File: src/rtl/riscv_lsu.sv
// riscv_lsu -- load/store unit for the MEM stage of the 5-stage RV32I pipeline.
//
// Takes one operation per ex_valid/ex_ready handshake from the EX/MEM register.
// It produces a registered MEM/WB result one cycle after the operation completes.
//   - ALU pass-through: the result is available on the next cycle, with a throughput of one per cycle.
//   - Misaligned or illegal access: no memory request is issued. A one-cycle lsu_err pulse
//     is raised with the faulting address, and a wb_valid with wb_en=0.
//   - Load/store: the unit issues a request on the dmem port and holds it until dmem_gnt.
//     A load then waits for dmem_rvalid, and the loaded value is extracted and extended.
//
// Ports
//   clk, rst            : clock, asynchronous active-high reset
//   ex_valid / ex_ready : upstream handshake (ex_ready low stalls EX)
//   ex_mem_read/write   : load / store select (both low = pass-through)
//   ex_funct3           : RV32I width and sign code
//   ex_addr             : ALU result / effective address
//   ex_store_data       : forwarded rs2
//   ex_rd, ex_wb_en     : destination register and writeback enable
//   dmem_*              : data-memory request/grant/response port
//   wb_valid/en/rd/data : registered MEM/WB result
//   lsu_err, lsu_err_addr : misaligned/illegal access pulse and captured address
module riscv_lsu #(
  parameter int XLEN = 32
) (
  input  logic            clk,
  input  logic            rst,
  input  logic            ex_valid,
  output logic            ex_ready,
  input  logic            ex_mem_read,
  input  logic            ex_mem_write,
  input  logic [2:0]      ex_funct3,
  input  logic [XLEN-1:0] ex_addr,
  input  logic [XLEN-1:0] ex_store_data,
  input  logic [4:0]      ex_rd,
  input  logic            ex_wb_en,
  output logic            dmem_req,
  input  logic            dmem_gnt,
  output logic            dmem_we,
  output logic [XLEN-1:0] dmem_addr,
  output logic [3:0]      dmem_be,
  output logic [XLEN-1:0] dmem_wdata,
  input  logic            dmem_rvalid,
  input  logic [XLEN-1:0] dmem_rdata,
  output logic            wb_valid,
  output logic            wb_en,
  output logic [4:0]      wb_rd,
  output logic [XLEN-1:0] wb_data,
  output logic            lsu_err,
  output logic [XLEN-1:0] lsu_err_addr
);

  typedef enum logic [1:0] {IDLE, REQ, WAIT_R} state_t;

  state_t state, state_next;

  logic            accept;
  logic            is_load, is_store, funct3_ok, misaligned, op_err;
  logic [3:0]      store_be;
  logic [XLEN-1:0] store_wdata;
  logic [XLEN-1:0] load_shifted, load_result;

  // Operation context held while the memory access is in flight
  logic [2:0]      op_funct3;
  logic [1:0]      op_offset;
  logic [4:0]      op_rd;
  logic            op_wb_en;
  logic            op_is_load;

  // State register
  always_ff @(posedge clk or posedge rst) begin
    if (rst) state <= IDLE;
    else     state <= state_next;
  end

  // Next-state logic: only a legal load/store leaves IDLE; error and
  // pass-through operations complete directly from IDLE
  always_comb begin
    state_next = state;
    case (state)
      IDLE:    if (accept && (is_load || is_store) && !op_err) state_next = REQ;
      REQ:     if (dmem_gnt) state_next = op_is_load ? WAIT_R : IDLE;
      WAIT_R:  if (dmem_rvalid) state_next = IDLE;
      default: state_next = IDLE;
    endcase
  end

  // FSM outputs: upstream is only accepted while idle
  always_comb begin
    ex_ready = (state == IDLE);
    accept   = ex_valid && ex_ready;
  end

  // Decode of the incoming operation. Read and write both high is classed as an error,
  // not as a load or a store.
  always_comb begin
    is_load    = ex_mem_read && !ex_mem_write;
    is_store   = ex_mem_write && !ex_mem_read;
    funct3_ok  = 1'b0;
    if (is_load)
      funct3_ok = (ex_funct3 == 3'b000) || (ex_funct3 == 3'b001) || (ex_funct3 == 3'b010) ||
                  (ex_funct3 == 3'b100) || (ex_funct3 == 3'b101);
    else if (is_store)
      funct3_ok = (ex_funct3 == 3'b000) || (ex_funct3 == 3'b001) || (ex_funct3 == 3'b010);
    misaligned = 1'b0;
    case (ex_funct3[1:0])
      2'b01:   misaligned = ex_addr[0];
      2'b10:   misaligned = |ex_addr[1:0];
      default: misaligned = 1'b0;
    endcase
    op_err = (ex_mem_read && ex_mem_write) ||
             ((is_load || is_store) && (!funct3_ok || misaligned));
  end

  // Store lane enables and data replication. The data is copied into every
  // lane so that the byte enables alone select what memory writes.
  always_comb begin
    store_be    = 4'b1111;
    store_wdata = ex_store_data;
    case (ex_funct3[1:0])
      2'b00: begin
        store_be    = 4'b0001 << ex_addr[1:0];
        store_wdata = {4{ex_store_data[7:0]}};
      end
      2'b01: begin
        store_be    = 4'b0011 << ex_addr[1:0];
        store_wdata = {2{ex_store_data[15:0]}};
      end
      default: ;
    endcase
  end

  // Load extraction: shift the addressed byte/halfword down to bit 0, then extend it
  always_comb begin
    load_shifted = dmem_rdata >> {op_offset, 3'b000};
    case (op_funct3)
      3'b000:  load_result = {{(XLEN-8){load_shifted[7]}}, load_shifted[7:0]};
      3'b001:  load_result = {{(XLEN-16){load_shifted[15]}}, load_shifted[15:0]};
      3'b100:  load_result = {{(XLEN-8){1'b0}}, load_shifted[7:0]};
      3'b101:  load_result = {{(XLEN-16){1'b0}}, load_shifted[15:0]};
      default: load_result = load_shifted;
    endcase
  end

  // Registered datapath. dmem outputs are held unchanged through REQ until a grant arrives.
  // wb_valid and lsu_err default low, which makes them one-cycle pulses.
  always_ff @(posedge clk or posedge rst) begin
    if (rst) begin
      dmem_req     <= 1'b0;
      dmem_we      <= 1'b0;
      dmem_addr    <= '0;
      dmem_be      <= 4'b0000;
      dmem_wdata   <= '0;
      wb_valid     <= 1'b0;
      wb_en        <= 1'b0;
      wb_rd        <= 5'd0;
      wb_data      <= '0;
      lsu_err      <= 1'b0;
      lsu_err_addr <= '0;
      op_funct3    <= 3'b000;
      op_offset    <= 2'b00;
      op_rd        <= 5'd0;
      op_wb_en     <= 1'b0;
      op_is_load   <= 1'b0;
    end else begin
      wb_valid <= 1'b0;
      lsu_err  <= 1'b0;
      case (state)
        IDLE: begin
          if (accept) begin
            if (op_err) begin
              wb_valid     <= 1'b1;
              wb_en        <= 1'b0;
              wb_rd        <= ex_rd;
              wb_data      <= '0;
              lsu_err      <= 1'b1;
              lsu_err_addr <= ex_addr;
            end else if (is_load || is_store) begin
              dmem_req   <= 1'b1;
              dmem_we    <= is_store;
              dmem_addr  <= {ex_addr[XLEN-1:2], 2'b00};
              dmem_be    <= is_store ? store_be : 4'b1111;
              dmem_wdata <= is_store ? store_wdata : '0;
              op_funct3  <= ex_funct3;
              op_offset  <= ex_addr[1:0];
              op_rd      <= ex_rd;
              op_wb_en   <= ex_wb_en;
              op_is_load <= is_load;
            end else begin
              wb_valid <= 1'b1;
              wb_en    <= ex_wb_en;
              wb_rd    <= ex_rd;
              wb_data  <= ex_addr;
            end
          end
        end
        REQ: begin
          if (dmem_gnt) begin
            dmem_req <= 1'b0;
            if (!op_is_load) begin
              wb_valid <= 1'b1;
              wb_en    <= 1'b0;
              wb_rd    <= op_rd;
            end
          end
        end
        WAIT_R: begin
          if (dmem_rvalid) begin
            wb_valid <= 1'b1;
            wb_en    <= op_wb_en;
            wb_rd    <= op_rd;
            wb_data  <= load_result;
          end
        end
        default: ;
      endcase
    end
  end

endmodule

File: config.mk
export PLATFORM = sky130hd
export DESIGN_NAME = riscv_lsu
export DESIGN_NICKNAME = d
export VERILOG_FILES = /design/src/rtl/riscv_lsu.sv
export SDC_FILE = /design/constraint.sdc
export NUM_CORES = 1
export LEC_CHECK = 0
export CAP_MARGIN = 0
export CORE_ASPECT_RATIO = 0.6
export CORE_MARGIN = 5
export CORE_UTILIZATION = 47
export CTS_BUF_LIST = sky130_fd_sc_hd__clkbuf_8
export DETAILED_ROUTE_END_ITERATION = 7
export PLACE_DENSITY = 0.86
export SLEW_MARGIN = 25
export SYNTH_ARGS = -nofsm -noshare
export SYNTH_HDL_FRONTEND = slang
export SYNTH_SLANG_ARGS = --single-unit
File: constraint.sdc
create_clock -name clk -period 5.5 [get_ports clk]
set_input_delay 0.825 -clock clk [delete_from_list [all_inputs] [get_ports clk]]
set_output_delay 0.825 -clock clk [all_outputs]
set_load 0.02 [all_outputs]
==> metrics.csv, run 1 <==
metric;value;unit
cts_buffer_depth;2;
worstPathArrival;4.16;ns
slowest_delay;0.94;ns
outcome;finished clean;
synth-simple-area-share;16.3;%
start_kind;primary input;
yosysUniqueCellTypes;47;
reg2reg_from;state[0]$_DFFE_PP0P_;
synth_edf_count;0;
crit_type;primary input to flip-flop;
seq_area_frac_synth;51.4;%
first_pass_iters;5;
synth_xor_area_share;0.117;%
synthCells;767;
grt_setup_unrepaired;no;
die_area;18600;um^2
grt_pass1_vias;6604;
drt-wirelength-per-cell;20.5;um
layout-drive-gt1-share;9.51;%
core_area;15500;um^2
synthToLayoutAreaGrowth;40.9;%
initial_core_util;48.3;%
num_vias;6742;
die_x;173;um
cts_resized;0;
p_per_area;504;nW/um^2
ir_worst_vdd;0.298;mV
totalWireLength;24900;um
relSlewSlack;29.9;%
cts_hold_repair.buffers;0;
gp_congestion;0.905;
dp_hpwl;18400;um
setup_viol;0;
grt_usage;26.1;%
nFillCells;1254;
cts.sinks;154;
drc;0;
cp_max_fo;45;
rows;35;
post-route-period-util;68.8;%
required;5.88;ns
utilization;68.1;%
syn_area_per_cell;9.77;um^2
synth.mux.area_fraction;11.3;%
portBuffers;252;
antenna_found_initial;0;
fmax;264;MHz
min_period;3.78;ns
grt_remaining_overflow;0;
hold_slack;0.478;ns
cpMaxStageDelayCell;and3_2;
synth_ff_type;dfrtp_1;
synth-seq-cells;154;
die_h;108;um
synth-async-reset-ratio;100;%
clock_latency;0.45;ns
skew;0.0159;ns
postRouteAntennaNets;0;
crit_path_frequent_cell;nand2_1;
viasPerCell;5.56;
tightest_slew;1.05;ns
grt_pass1_wl;38200;um
drt-initial-drc-count;679;
cts.htree.levels;4;
final_common_cell;clkdlybuf4s50_1;
hold_violations;0;
cp-end-kind;flip-flop;
crit_path_start;ex_funct3[1];
syn_area;7490;um^2
hp-class;flip-flop to flip-flop;
synth_adder_area_share;1.67;%
cts_buffers;17;
crit_chain;clkdlybuf4s50_1, inv_1, ha_1, o21ai_1, a2111oi_2, and3_2, buf_4, nand2_1, nand2_1;
num_antenna_cells;0;
endpoint;dmem_addr[7]$_DFFE_PP0P_;
clk_pin_slew_worst_paths;0.09;ns
postCtsSetupRepairBufs;0;
cts_tree;yes;
yosysWarnings;0;
layout_common_cells;252 x clkdlybuf4s50_1, 242 x nand2_1, 154 x dfrtp_1;
nets;1118;
rrSetupSlack;2.72;ns
rr_worst_depth;8;
root_buffer;clkbuf_8;
p_leak;0.00468;uW
slew_viol_final;0;
setup_tns;0;ns
worst_r2r_endpoint;dmem_addr[7]$_DFFE_PP0P_;
synth_compound_area_share;15.2;%
maxCapViolCount;0;
grt_max_degree;110;
synth_top_family_by_area;simple AND/OR/NAND/NOR gates;
io_pins;255;
critical path, delay by kind of cell:
kind,cells,cell delay (ns)
buffers and inverters,3,0.94
AOI/OAI and AO/OA,2,0.77
and+or+nand+nor,3,1.08
adders and majority gates,1,0.53
cells in the mapped netlist, drive strengths merged (2+ instances only):
cell type / n / area share [%]
a31oi: 9 / 0.75
a22o: 16 / 1.9
clkbuf: 30 / 1.5
ha: 10 / 1.7
o31ai: 16 / 1.6
o2bb2ai: 9 / 1.1
mux2: 43 / 7.9
a21oi: 8 / 0.53
nor3: 3 / 0.35
dfrtp: 154 / 51
a22oi: 16 / 1.6
and2: 2 / 0.17
buf: 22 / 1.9
nand2b: 4 / 0.33
nand2: 242 / 12
a211oi: 17 / 1.8
nor2b: 3 / 0.25
nand3: 18 / 1.2
inv: 10 / 0.50
nor2: 30 / 1.5
a221oi: 9 / 1.1
o21ai: 56 / 3.8
and3: 2 / 0.17
mux2i: 23 / 3.1
state kept, by name (all words and copies together) (netlist names):
name / cells
dmem_wdata: 32
lsu_err_addr: 32
wb_data: 32
dmem_addr: 30
op_rd: 5
wb_rd: 5
dmem_be: 4
op_funct3: 3
op_offset: 2
state: 2
dmem_req: 1
dmem_we: 1
lsu_err: 1
op_is_load: 1
op_wb_en: 1
wb_en: 1
wb_valid: 1
stage by stage:
stage          cells  worst slack [ns]  power (uW)  cell area, um^2
2_1_floorplan    768             0.525        3230             7490
3_3_place_gp    1178              1.53        4360            10100
3_5_place_dp    1180              1.30        4460            10200
4_1_cts         1212              1.77        5330            10500
5_1_grt         1212              1.47        5600            10600
6_report        1212              1.72        5320            10600
per-layer routing:
layer  part of all wire [%]  routed length, um  vias up  GRT usage, %
li1                       -                  -     3118             -
met1                     47              11800     3294          38.5
met2                     42              10500      302          37.0
met3                    9.2               2290       28          8.49
met4                    1.4                342        0          6.15
met5                      0                  0        -             0
cell type report:
class	instances	area [um^2]	share of cell area, %
Clock inverter	14	136	1.29
Sequential cell	154	3850	36.5
Tap cell	203	254	2.41
Clock buffer	18	248	2.35
Timing Repair Buffer	261	2620	24.8
Inverter	11	48.8	0.462
Multi-Input combinational cell	551	3400	32.2
where the power goes:
group          internal, uW  leakage [uW]  switching [uW]
clock network           380      0.000186             476
logic                  1250       0.00253            1390
registers              1550       0.00196             275
total                  3180       0.00468            2140
worst min-delay path by stage:
stage,startpoint,endpoint,slack (ns),depth (start not counted)
3_5_place_dp,dmem_wdata[22]$_DFFE_PP0P_,dmem_wdata[22]$_DFFE_PP0P_,0.46,2
4_1_cts,dmem_wdata[20]$_DFFE_PP0P_,dmem_wdata[20]$_DFFE_PP0P_,0.48,2
3_3_place_gp,dmem_wdata[20]$_DFFE_PP0P_,dmem_wdata[20]$_DFFE_PP0P_,0.46,2
5_1_grt,dmem_addr[17]$_DFFE_PP0P_,dmem_addr[17]$_DFFE_PP0P_,0.51,2
2_1_floorplan,op_rd[0]$_DFFE_PP0P_,op_rd[0]$_DFFE_PP0P_,0.45,2
6_report,dmem_wdata[20]$_DFFE_PP0P_,dmem_wdata[20]$_DFFE_PP0P_,0.48,2
logic make-up after synthesis:
kind of cell    after synthesis
buf+inv                      63
flops                       154
simple gates                306
mux                          67
fa+ha+maj                    10
compound gates              165
other cells                   1
xor+xnor                      1
No activity file was read; power rests on OpenSTA's default activity.
==> run 2: changes to the inputs <==
==> constraint.sdc (replaced) <==
create_clock -name clk -period 3.49 [get_ports clk]
set_input_delay 0.5235 -clock clk [delete_from_list [all_inputs] [get_ports clk]]
set_output_delay 0.5235 -clock clk [all_outputs]
set_load 0.02 [all_outputs]
==> run 2 against run 1 <==
Net effect:
- clock power grew 64%
- largest power group unchanged
- core utilization grew 0.62 points
- hold slack lost 0.0035 ns
- sequential share of layout area shrank 0.33 points
- register-to-register slack lost 1.7 ns
- cell area grew 0.91%
- power grew 58%
- critical path depth shrank 1
- first-iteration DRC count shrank 19%
- sequential power grew 57%
- global-route usage grew 0.36 points
- non-clock buffer count grew 6
==> metrics.csv, run 2 (synthesis gave the netlist of run 1 again) <==
metric;value;unit;change
nets;1124;;+0.54%
crit_chain;clkdlybuf4s50_1, inv_1, ha_1, o21ai_1, a2111oi_2, nand3_4, buf_12, o31ai_1;;
crit_path_start;ex_funct3[1];;
p_leak;0.00474;uW;+1.3%
postCtsSetupRepairBufs;0;;unchanged
worstPathArrival;2.96;ns;-1.20 ns
slew_viol_final;0;;unchanged
drc;0;;unchanged
clock_latency;0.44;ns;about the same
outcome;finished clean;;
cp_max_fo;89;;+98%
crit_type;primary input to flip-flop;;
min_from;dmem_wdata[17]$_DFFE_PP0P_;;
maxCapViolCount;0;;unchanged
p_per_area;791;nW/um^2;+57%
grt_pass1_vias;6600;;-0.061%
num_antenna_cells;0;;unchanged
path_delay_family;compound AO/OA/AOI/OAI gates;;
postRouteAntennaNets;0;;unchanged
gp_congestion;0.862;;-4.8%
synthToLayoutAreaGrowth;42.2;%;
relSlewSlack;41.5;%;+12 points
cts_resized;0;;unchanged
skew;0.0175;ns;+0.00154 ns
num_vias;6706;;-0.53%
largest_registers;dmem_wdata (32), lsu_err_addr (32), wb_data (32);;
clk_pin_slew_worst_paths;0.09;ns;about the same
cp-end-kind;flip-flop;;
pwr-share-comb;49.3;%;-0.2 points
pwr-share-seq;34.2;%;-0.2 points
die_h;108;um;unchanged
io_pins;255;;unchanged
rows;35;;unchanged
cts_tree;yes;;
hp-class;flip-flop to flip-flop;;
grt_setup_unrepaired;no;;
intPower;5070;uW;+59%
portBuffers;252;;unchanged
die_x;173;um;unchanged
antenna_found_initial;0;;unchanged
initial_core_util;48.3;%;unchanged
switching_power;3360;uW;+57%
utilization;68.7;%;+0.62 points
min_period;2.63;ns;
cts.sinks;154;;unchanged
critPathBufInv;3;;unchanged
setup_viol;0;;unchanged
cts_hold_repair.buffers;0;;unchanged
cts_buffer_depth;2;;unchanged
totalWireLength;24800;um;-0.22%
clockPowerShare;16.6;%;+0.5 points
hold_violations;0;;unchanged
drt-wirelength-per-cell;20.4;um;-0.71%
dp_hpwl;18300;um;-0.34%
root_buffer;clkbuf_8;;
required;3.82;ns;-2.06 ns
grt_remaining_overflow;0;;unchanged
drt-initial-drc-count;548;;-19%
tightest_slew;0.877;ns;-0.170 ns
die_area;18600;um^2;unchanged
grt_usage;26.4;%;+0.36 points
setup_tns;0;ns;unchanged
start_kind;primary input;;
first_pass_iters;5;;unchanged
grt_max_degree;155;;+41%
switching_share;39.9;%;-0.32 points
layout-drive-gt1-share;9.95;%;+0.44 points
cpMaxStageDelayCell;a2111oi_2;;
slowest_delay;0.57;ns;-0.37 ns
final_common_cell;clkdlybuf4s50_1;;
layout_common_cells;252 x clkdlybuf4s50_1, 242 x nand2_1, 154 x dfrtp_1;;
post-route-period-util;75.3;%;
grt_pass1_wl;38400;um;+0.76%
core_area;15500;um^2;unchanged
viasPerCell;5.51;;-1.0%
cts_buffers;17;;unchanged
fmax;381;MHz;
nFillCells;1193;;-4.9%
reg2reg_from;state[0]$_DFFE_PP0P_;;
ir_worst_vdd;0.468;mV;+57%
cts.htree.levels;4;;unchanged
==> run 2: layout make-up <==
| cell class | instances | area, um^2 | share of cell area (%) |
|---|---|---|---|
| clock buffer | 17 | 234 | 2.20 |
| clock inverter | 15 | 165 | 1.55 |
| inverter | 11 | 45.0 | 0.423 |
| multi-input combinational | 551 | 3390 | 31.8 |
| sequential | 154 | 3850 | 36.2 |
| tap | 203 | 254 | 2.38 |
| timing repair buffer | 267 | 2710 | 25.4 |
==> run 2: path summary, 6_finish.rpt <==
| kind | to | slack, ns | cells after the start |
|---|---|---|---|
| worst min register to register | dmem_wdata[17]$_DFFE_PP0P_ | 0.47 | 2 |
| worst max register to register | wb_data[26]$_DFFE_PP0P_ | 1.00 | 7 |
| worst min-delay path | dmem_wdata[17]$_DFFE_PP0P_ | 0.47 | 2 |
| min in group asynchronous | dmem_wdata[29]$_DFFE_PP0P_ | 0.65 | 3 |
| worst max-delay path | dmem_wdata[13]$_DFFE_PP0P_ | 0.86 | 8 |
| max in group asynchronous | wb_data[7]$_DFFE_PP0P_ | 2.16 | 3 |
==> run 2: worst min-delay path, delay by kind of cell (launching register included) <==
kind / cells / cell delay (ns)
flip-flops: 1 / 0.35
AND/OR/NAND/NOR: 2 / 0.10
==> run 2: per-stage QoR <==
| stage | instance area [um^2] | hold WS, ns | power (uW) | worst slack [ns] | instances |
|---|---|---|---|---|---|
| final | 10700 | 0.474 | 8430 | 0.863 | 1218 |
| after CTS | 10600 | 0.476 | 8460 | 0.887 | 1218 |
| after global routing | 10700 | 0.494 | 8900 | 0.719 | 1218 |
| after global placement | 10200 | 0.452 | 6950 | 0.518 | 1186 |
| after detailed placement | 10200 | 0.455 | 7040 | 0.397 | 1186 |
| after floorplan | 7500 | 0.445 | 5090 | 1.02 | 768 |
==> run 2: layer usage <==
metal / vias to the layer above / track usage (%) / part of all wire (%)
met1: 3254 / 38.5 / 46
met4: 0 / 5.07 / 0.72
met3: 17 / 10.5 / 11
met5: - / 0 / 0
met2: 307 / 37.4 / 42
li1: 3128 / - / -
==> run 2: power groups by stage <==
stage / registers, uW / clock network (uW) / logic [uW]
3_3_place_gp: 2870 / 0 / 4080
3_5_place_dp: 2890 / 0 / 4150
5_1_grt: 2970 / 1510 / 4420
6_report: 2880 / 1400 / 4150
2_1_floorplan: 3560 / 0 / 1530
4_1_cts: 2880 / 1420 / 4160
